## src/rtl/axi4lite_master_bridge.sv

```systemverilog
`default_nettype none
// +--------------------------------------------------------------------------+
// | Module  : axi4lite_master_bridge                                         |
// | Brief   : Local valid/ready command port to AXI4-Lite master, one        |
// |           transaction in flight. Optional response timeout is enabled    |
// |           with macro AXI4LITE_MASTER_TIMEOUT_EN.                         |
// | Revision: 1.0 - initial release                                          |
// +--------------------------------------------------------------------------+
module axi4lite_master_bridge #(
   parameter int DATA_WIDTH     = 32,
   parameter int ADDR_WIDTH     = 32,
   parameter int TIMEOUT_CYCLES = 1024,
   localparam int STRB_W        = DATA_WIDTH / 8
) (
   input  logic                  ACLK,
   input  logic                  ARESETN,
   // local command port
   input  logic                  req_valid,
   output logic                  req_ready,
   input  logic                  req_is_wr,
   input  logic [ADDR_WIDTH-1:0] req_addr,
   input  logic [DATA_WIDTH-1:0] req_wdata,
   input  logic [STRB_W-1:0]     req_wstrb,
   // local response port
   output logic                  rsp_valid,
   input  logic                  rsp_ready,
   output logic [DATA_WIDTH-1:0] rsp_rdata,
   output logic [1:0]            rsp_resp,
   output logic                  rsp_timeout,
   // AXI4-Lite write channels
   output logic [ADDR_WIDTH-1:0] AWADDR,
   output logic [2:0]            AWPROT,
   output logic                  AWVALID,
   input  logic                  AWREADY,
   output logic [DATA_WIDTH-1:0] WDATA,
   output logic [STRB_W-1:0]     WSTRB,
   output logic                  WVALID,
   input  logic                  WREADY,
   input  logic [1:0]            BRESP,
   input  logic                  BVALID,
   output logic                  BREADY,
   // AXI4-Lite read channels
   output logic [ADDR_WIDTH-1:0] ARADDR,
   output logic [2:0]            ARPROT,
   output logic                  ARVALID,
   input  logic                  ARREADY,
   input  logic [DATA_WIDTH-1:0] RDATA,
   input  logic [1:0]            RRESP,
   input  logic                  RVALID,
   output logic                  RREADY
);

   typedef enum logic [2:0] {
      S_IDLE    = 3'd0,
      S_WR_REQ  = 3'd1,
      S_WR_RESP = 3'd2,
      S_RD_REQ  = 3'd3,
      S_RD_RESP = 3'd4,
      S_RSP     = 3'd5
   } state_t;

   localparam logic [1:0] c_resp_slverr = 2'b10;

   if ((DATA_WIDTH % 8) != 0 || TIMEOUT_CYCLES < 1) begin : g_bad_params
      $error("axi4lite_master_bridge: DATA_WIDTH must be a multiple of 8 and TIMEOUT_CYCLES >= 1");
   end

   state_t                r_state;
   state_t                w_state_nxt;
   logic                  r_aw_done;
   logic                  r_w_done;
   logic                  w_aw_done_nxt;
   logic                  w_w_done_nxt;
   logic [ADDR_WIDTH-1:0] r_addr;
   logic [DATA_WIDTH-1:0] r_wdata;
   logic [STRB_W-1:0]     r_wstrb;
   logic [DATA_WIDTH-1:0] r_rsp_rdata;
   logic [1:0]            r_rsp_resp;
   logic                  w_accept;
   logic                  w_to_fire;
   logic                  w_stale_b;
   logic                  w_stale_r;

   // Handshake-facing controls are decoded from state so they follow it exactly.
   assign req_ready = (r_state == S_IDLE) && !w_stale_b && !w_stale_r;
   assign w_accept  = req_valid && req_ready;
   assign AWVALID   = (r_state == S_WR_REQ) && !r_aw_done;
   assign WVALID    = (r_state == S_WR_REQ) && !r_w_done;
   assign BREADY    = (r_state == S_WR_RESP) || w_stale_b;
   assign ARVALID   = (r_state == S_RD_REQ);
   assign RREADY    = (r_state == S_RD_RESP) || w_stale_r;
   assign rsp_valid = (r_state == S_RSP);

   assign AWADDR    = r_addr;
   assign ARADDR    = r_addr;
   assign AWPROT    = 3'b000;
   assign ARPROT    = 3'b000;
   assign WDATA     = r_wdata;
   assign WSTRB     = r_wstrb;
   assign rsp_rdata = r_rsp_rdata;
   assign rsp_resp  = r_rsp_resp;

   always_comb begin
      w_state_nxt   = r_state;
      w_aw_done_nxt = r_aw_done;
      w_w_done_nxt  = r_w_done;
      case (r_state)
         S_IDLE: begin
            if (w_accept) begin
               w_state_nxt = req_is_wr ? S_WR_REQ : S_RD_REQ;
            end
         end
         S_WR_REQ: begin
            if (AWVALID && AWREADY) w_aw_done_nxt = 1'b1;
            if (WVALID && WREADY)   w_w_done_nxt  = 1'b1;
            if (w_aw_done_nxt && w_w_done_nxt) begin
               w_aw_done_nxt = 1'b0;
               w_w_done_nxt  = 1'b0;
               w_state_nxt   = S_WR_RESP;
            end
         end
         S_WR_RESP: begin
            if (BVALID || w_to_fire) w_state_nxt = S_RSP;
         end
         S_RD_REQ: begin
            if (ARREADY) w_state_nxt = S_RD_RESP;
         end
         S_RD_RESP: begin
            if (RVALID || w_to_fire) w_state_nxt = S_RSP;
         end
         S_RSP: begin
            if (rsp_ready) w_state_nxt = S_IDLE;
         end
         default: w_state_nxt = S_IDLE;
      endcase
   end

   always_ff @(posedge ACLK or negedge ARESETN) begin
      if (!ARESETN) begin
         r_state     <= S_IDLE;
         r_aw_done   <= 1'b0;
         r_w_done    <= 1'b0;
         r_addr      <= '0;
         r_wdata     <= '0;
         r_wstrb     <= '0;
         r_rsp_rdata <= '0;
         r_rsp_resp  <= 2'b00;
      end else begin
         r_state   <= w_state_nxt;
         r_aw_done <= w_aw_done_nxt;
         r_w_done  <= w_w_done_nxt;
         if (w_accept) begin
            r_addr  <= req_addr;
            r_wdata <= req_wdata;
            r_wstrb <= req_wstrb;
         end
         // A real B/R wins over a timeout landing in the same cycle.
         if ((r_state == S_WR_RESP) && BVALID) begin
            r_rsp_resp  <= BRESP;
            r_rsp_rdata <= '0;
         end else if ((r_state == S_RD_RESP) && RVALID) begin
            r_rsp_resp  <= RRESP;
            r_rsp_rdata <= RDATA;
         end else if (w_to_fire) begin
            r_rsp_resp  <= c_resp_slverr;
            r_rsp_rdata <= '0;
         end
      end
   end

`ifdef AXI4LITE_MASTER_TIMEOUT_EN
   localparam int                 c_cnt_w   = $clog2(TIMEOUT_CYCLES + 1);
   localparam logic [c_cnt_w-1:0] c_timeout = c_cnt_w'(TIMEOUT_CYCLES);

   logic [c_cnt_w-1:0] r_cnt;
   logic               r_stale_b;
   logic               r_stale_r;
   logic               r_rsp_timeout;
   logic               w_counting;

   assign w_counting  = (r_state == S_WR_REQ) || (r_state == S_WR_RESP) ||
                        (r_state == S_RD_REQ) || (r_state == S_RD_RESP);
   // Only the response-wait states may time out; address VALIDs are never withdrawn.
   assign w_to_fire   = (r_cnt >= c_timeout) &&
                        (((r_state == S_WR_RESP) && !BVALID) ||
                         ((r_state == S_RD_RESP) && !RVALID));
   assign w_stale_b   = r_stale_b;
   assign w_stale_r   = r_stale_r;
   assign rsp_timeout = r_rsp_timeout;

   always_ff @(posedge ACLK or negedge ARESETN) begin
      if (!ARESETN) begin
         r_cnt         <= '0;
         r_stale_b     <= 1'b0;
         r_stale_r     <= 1'b0;
         r_rsp_timeout <= 1'b0;
      end else begin
         if (w_accept) begin
            r_cnt <= '0;
         end else if (w_counting && (r_cnt < c_timeout)) begin
            r_cnt <= r_cnt + 1'b1;
         end
         if (w_to_fire && (r_state == S_WR_RESP)) begin
            r_stale_b <= 1'b1;
         end else if (r_stale_b && BVALID) begin
            r_stale_b <= 1'b0;
         end
         if (w_to_fire && (r_state == S_RD_RESP)) begin
            r_stale_r <= 1'b1;
         end else if (r_stale_r && RVALID) begin
            r_stale_r <= 1'b0;
         end
         if (w_to_fire) begin
            r_rsp_timeout <= 1'b1;
         end else if (((r_state == S_WR_RESP) && BVALID) ||
                      ((r_state == S_RD_RESP) && RVALID)) begin
            r_rsp_timeout <= 1'b0;
         end
      end
   end
`else
   assign w_to_fire   = 1'b0;
   assign w_stale_b   = 1'b0;
   assign w_stale_r   = 1'b0;
   assign rsp_timeout = 1'b0;
`endif

endmodule
`default_nettype wire
```

## config.mk

```make
export PLATFORM = sky130hd
export DESIGN_NAME = axi4lite_master_bridge
export DESIGN_NICKNAME = d
export VERILOG_FILES = /design/src/rtl/axi4lite_master_bridge.sv
export SDC_FILE = /design/constraint.sdc
export NUM_CORES = 1
export LEC_CHECK = 0
export ABC_AREA = 1
export ABC_CLOCK_PERIOD_IN_PS = 2400
export BUFFER_PORTS_ARGS = -buffer_cell sky130_fd_sc_hd__buf_2
export CORE_UTILIZATION = 48
export CTS_CLUSTER_DIAMETER = 30
export DETAILED_ROUTE_END_ITERATION = 10
export PLACE_DENSITY = 0.83
export SYNTH_ARGS = -nofsm -noshare
export SYNTH_HDL_FRONTEND = slang
export SYNTH_SLANG_ARGS = --single-unit
export TNS_END_PERCENT = 20
```

## constraint.sdc

```tcl
create_clock -name ACLK -period 2.4 [get_ports ACLK]
set_clock_uncertainty 0.05 [all_clocks]
set_input_delay 0.72 -clock ACLK [delete_from_list [all_inputs] [get_ports ACLK]]
set_output_delay 0.72 -clock ACLK [all_outputs]
set_load 0.1 [all_outputs]
```

== Word level (Yosys, flattened, before mapping) ==
Cells that the tools add are included.

* Output and inout port bits: 148
* Register bits: 107
* Bits of input ports: 114
* Word-level logic and storage cells: 50

* Multiplexer cells: 18
* Reductions and logical operators: 13
* Eq/ne operators: 11

{| class="wikitable"
|+ Operators by type and width
! operator !! count
|-
| 2-to-1 mux 32 bit || 2
|-
| 2-to-1 mux 3 bit || 6
|-
| case mux 3 bit (6 select lines) || 1
|-
| logical AND 1 bit || 8
|-
| != test 2 x 1 -> 1 bit (second input constant) || 4
|-
| == test 3 x 2 -> 1 bit (second input constant) || 2
|-
| == test 3 bit (second input constant) || 2
|-
| 2-to-1 mux 1 bit || 6
|-
| 2-to-1 mux 2 bit || 3
|-
| AND reduction 6 bit || 1
|-
| != test 2 bit (second input constant) || 2
|-
| == test 3 x 1 -> 1 bit (second input constant) || 1
|-
| zero test 3 bit || 1
|-
| zero test 1 bit || 2
|-
| nonzero test 2 bit || 1
|}

== Depth between registers and ports, before layout ==
* Word-level depth: 8
* Mapped depth: 9
* Mapped depth without buffers: 9

== Worst setup path after synthesis ==
OpenSTA, ideal clock, no wires.

* Kind: register to output
* Start point: register r_state[0]
* End point: output port rsp_valid
* Slack: -1.137 ns
* Required time: 1.630 ns
* Arrival: 2.767 ns
* Path buffers: 1
* Stages on the path, launching flop included: 4
* Cells stage by stage: dfrtp_1 > buf_2 > inv_1 > nor3_1

* Longest elaborated chain between the ends: 1

{| class="wikitable"
|+ RTL lines
! what !! RTL line !! RTL
|-
| start: declaration || 68 || <nowiki>state_t r_state;</nowiki>
|-
| start signal: assignment || 149 || <nowiki>r_state <= w_state_nxt;</nowiki>
|-
| == test 3 bit || 92 || <nowiki>assign rsp_valid = (r_state == S_RSP);</nowiki>
|-
| end: declaration || 25 || <nowiki>output logic rsp_valid,</nowiki>
|}

Every way passes these cells.

== Final worst setup path ==
Same ends and word-level chain as after synthesis.

==> summary.txt <==
Critical path
  • Reg2reg end: WDATA[15]$_DFFE_PN0P_
  • Worst reg-to-reg path cell count: 7
  • CP startpoint kind: register
  • Max FO, Critical Path: 11
  • Crit path DAT: 1.56 ns
  • Worst Setup Path Type: reg2out
  • Flop2flop setup slack: 0.38 ns
  • Critical path required time: 1.63 ns
  • Worst r2r src: r_state[1]$_DFFE_PN0P_
  • Worst setup EP type: primary output

Logic synthesis
  • Mapped Cells: 549
  • Synth warnings: 0
  • Flops & latches, synth: 107
  • Synthesized cell area: 4726 um^2
  • Sequential-to-total area share from yosys stat: 56.66%
  • Yosys cell types: 21
  • Syn_area_per_cell: 8.608 um^2

STA
  • Final hold slack: 0.2322 ns
  • Fmax: 429.4 MHz
  • Min Tclk post-route: 2.329 ns
  • Slew Viols, Final: 0
  • Worst slew pin tran: 0.5460 ns
  • RSZ-0062 raised after global routing: true
  • Crit share post-route: 97.03%
  • Worst slew margin: 63.54%
  • Final-report hold violation count: 0
  • Setup Viol. Count Final: 0

Drt
  • Final WL: 12.74 mm
  • Drt pass-1 iters: 4
  • DR iter-0 viols: 149
  • Vias/cell: 4.981
  • Via count: 4438
  • DR DRC count: 0
  • Routed WL per cell: 14.30 um
  • Antenna Nets Post-Route: 0

Floorplan
  • Die Y: 101.2 um
  • Initial Utilization: 50.43%
  • Core area: 9371 um^2
  • I/O pin cnt: 262
  • FP Rows: 35
  • Die X: 101.2 um
  • Die ar.: 10250 um^2

Clock network
  • CTS Hold Bufs: 0
  • TritonCTS buffer count: 9
  • TritonCTS clock tree: built
  • Worst-Skew Late Latency: 0.36 ns
  • Clock sinks: 107
  • CTS root buf: clkbuf_8
  • Clock tree buffer depth: 2
  • Post-CTS Setup Inserts: 0
  • CTS clk-pin slew, worst paths: 0.12 ns
  • CTS H-tree depth: 3

GRT
  • Total grt overflow: 0
  • Largest net degree at the start of global routing: 46
  • First-pass GRT wire length: 19.64 mm
  • Initial antenna violation count: 0
  • All-Layer GR Usage: 24.89%
  • Number of global-route vias before repair: 4096

Layout
  • Nets: 871
  • Share of layout cells above drive strength 1: 38.98%
  • Filler cells: 805
  • Layout area overhead: 30.10%
  • ANT cells: 0

Run
  • Max-cap violations: 0

Placed design
  • Port bufs: 254
  • Gp weighted congestion: 0.8144
  • Hpwl dp: 9.440 mm

Min path
  • HP Class: in2async

Run status
  • Status: finished, final reports clean
[per-stage QoR]
step	TNS [ns]	util, %	cells	worst slack (ns)	instance area (um^2)
final	0	65.61	891	0.07127	6148
after floorplan	-0.2957	-	555	-0.2957	4761
after global routing	-0.003432	65.61	891	-0.003432	6148
after global placement	0	63.10	875	0.3637	5913
after detailed placement	0	63.10	875	0.3213	5913
after CTS	0	65.50	891	0.01155	6138
[placed cells by master (no fill, tap or decap)]
master and count:
nor2_2 2, and2_1 1, clkinv_8 2, o21ai_0 2
or2_2 1, buf_4 10, inv_2 3, a21oi_1 2
conb_1 7, inv_6 2, a31o_2 1, nor3_2 1
nor2_1 5, nand2_1 218, nor3_1 1, inv_1 12
nand2_2 2, dfrtp_1 104, nor2_4 3, nor3_4 1
clkbuf_8 9, nand4_1 1, nand3_1 112, buf_2 246
clkinv_4 2, bufinv_16 1, dfrtp_2 3, buf_12 8
[kinds of logic after synthesis]
kind of cell,share of synthesized area (%)
AO/OA/AOI/OAI,0.6090
buffers and inverters,11.25
flip-flops,56.66
other,0.07935
AND/OR/NAND/NOR,31.40
[critical path: stages, from the launching register on]
cell and delay (ns):
dfrtp_2 0.54, inv_1 0.18, nor3_2 0.27, buf_12 0.21
[sequential cells by signal, summed over array words and instances (netlist names)]
register and flops:
r_state 3, WDATA 32, r_aw_done 1, ARADDR 32, r_w_done 1, rsp_rdata 32
rsp_resp 2, WSTRB 4
[worst max-delay path by stage]
stage	start	to	slack (ns)	depth (start not counted)
CTS	r_state[1]$_DFFE_PN0P_	AWVALID	0.01	4
detailed placement	r_state[0]$_DFFE_PN0P_	rsp_valid	0.32	3
floorplan	r_state[0]$_DFFE_PN0P_	rsp_valid	-0.30	3
finish	r_state[0]$_DFFE_PN0P_	rsp_valid	0.07	3
global placement	r_state[0]$_DFFE_PN0P_	rsp_valid	0.36	3
global route	r_state[0]$_DFFE_PN0P_	rsp_valid	-0.003	3
[repair_timing]
action,4_1_cts,5_1_grt
gates resized for setup,2,4
gates cloned,0,0
endpoints found under the hold margin,0,0
endpoints found under the setup margin,4,3
[per-layer routing]
| metal | share of wire, % | track usage [%] |
|---|---|---|
| met1 | 38 | 28.31 |
| met3 | 7.1 | 5.314 |
| met4 | 1.2 | 9.365 |
| met2 | 54 | 45.79 |
| met5 | 0 | 0 |
[synthesized netlist by cell type (all sizes together)]
master | n | share of area, %
nand4 | 1 | 0.13
or2 | 1 | 0.13
conb | 1 | 0.079
nor3 | 3 | 0.56
and2 | 1 | 0.13
dfrtp | 107 | 57
nand2 | 220 | 17
buf | 59 | 8.9
a21oi | 2 | 0.21
inv | 15 | 1.2
o21ai | 2 | 0.21
nand3 | 112 | 12
nor2 | 10 | 1.1
a31o | 1 | 0.19
clkbuf | 14 | 1.1
[final cells by class]
type                    count  area (um^2)  area share, %
clock buffers               9        123.9          2.015
clock inverters             7        97.59          1.587
inverters                  15        56.30         0.9158
multi-input cells         360         1562          25.40
flip-flops and latches    107         2681          43.61
well taps                 129        161.4          2.625
repair buffers            264         1466          23.85
Power is left out: the tool's default activity adds up to more than one toggle a clock period on the data nets, which glitch-free logic cannot reach.
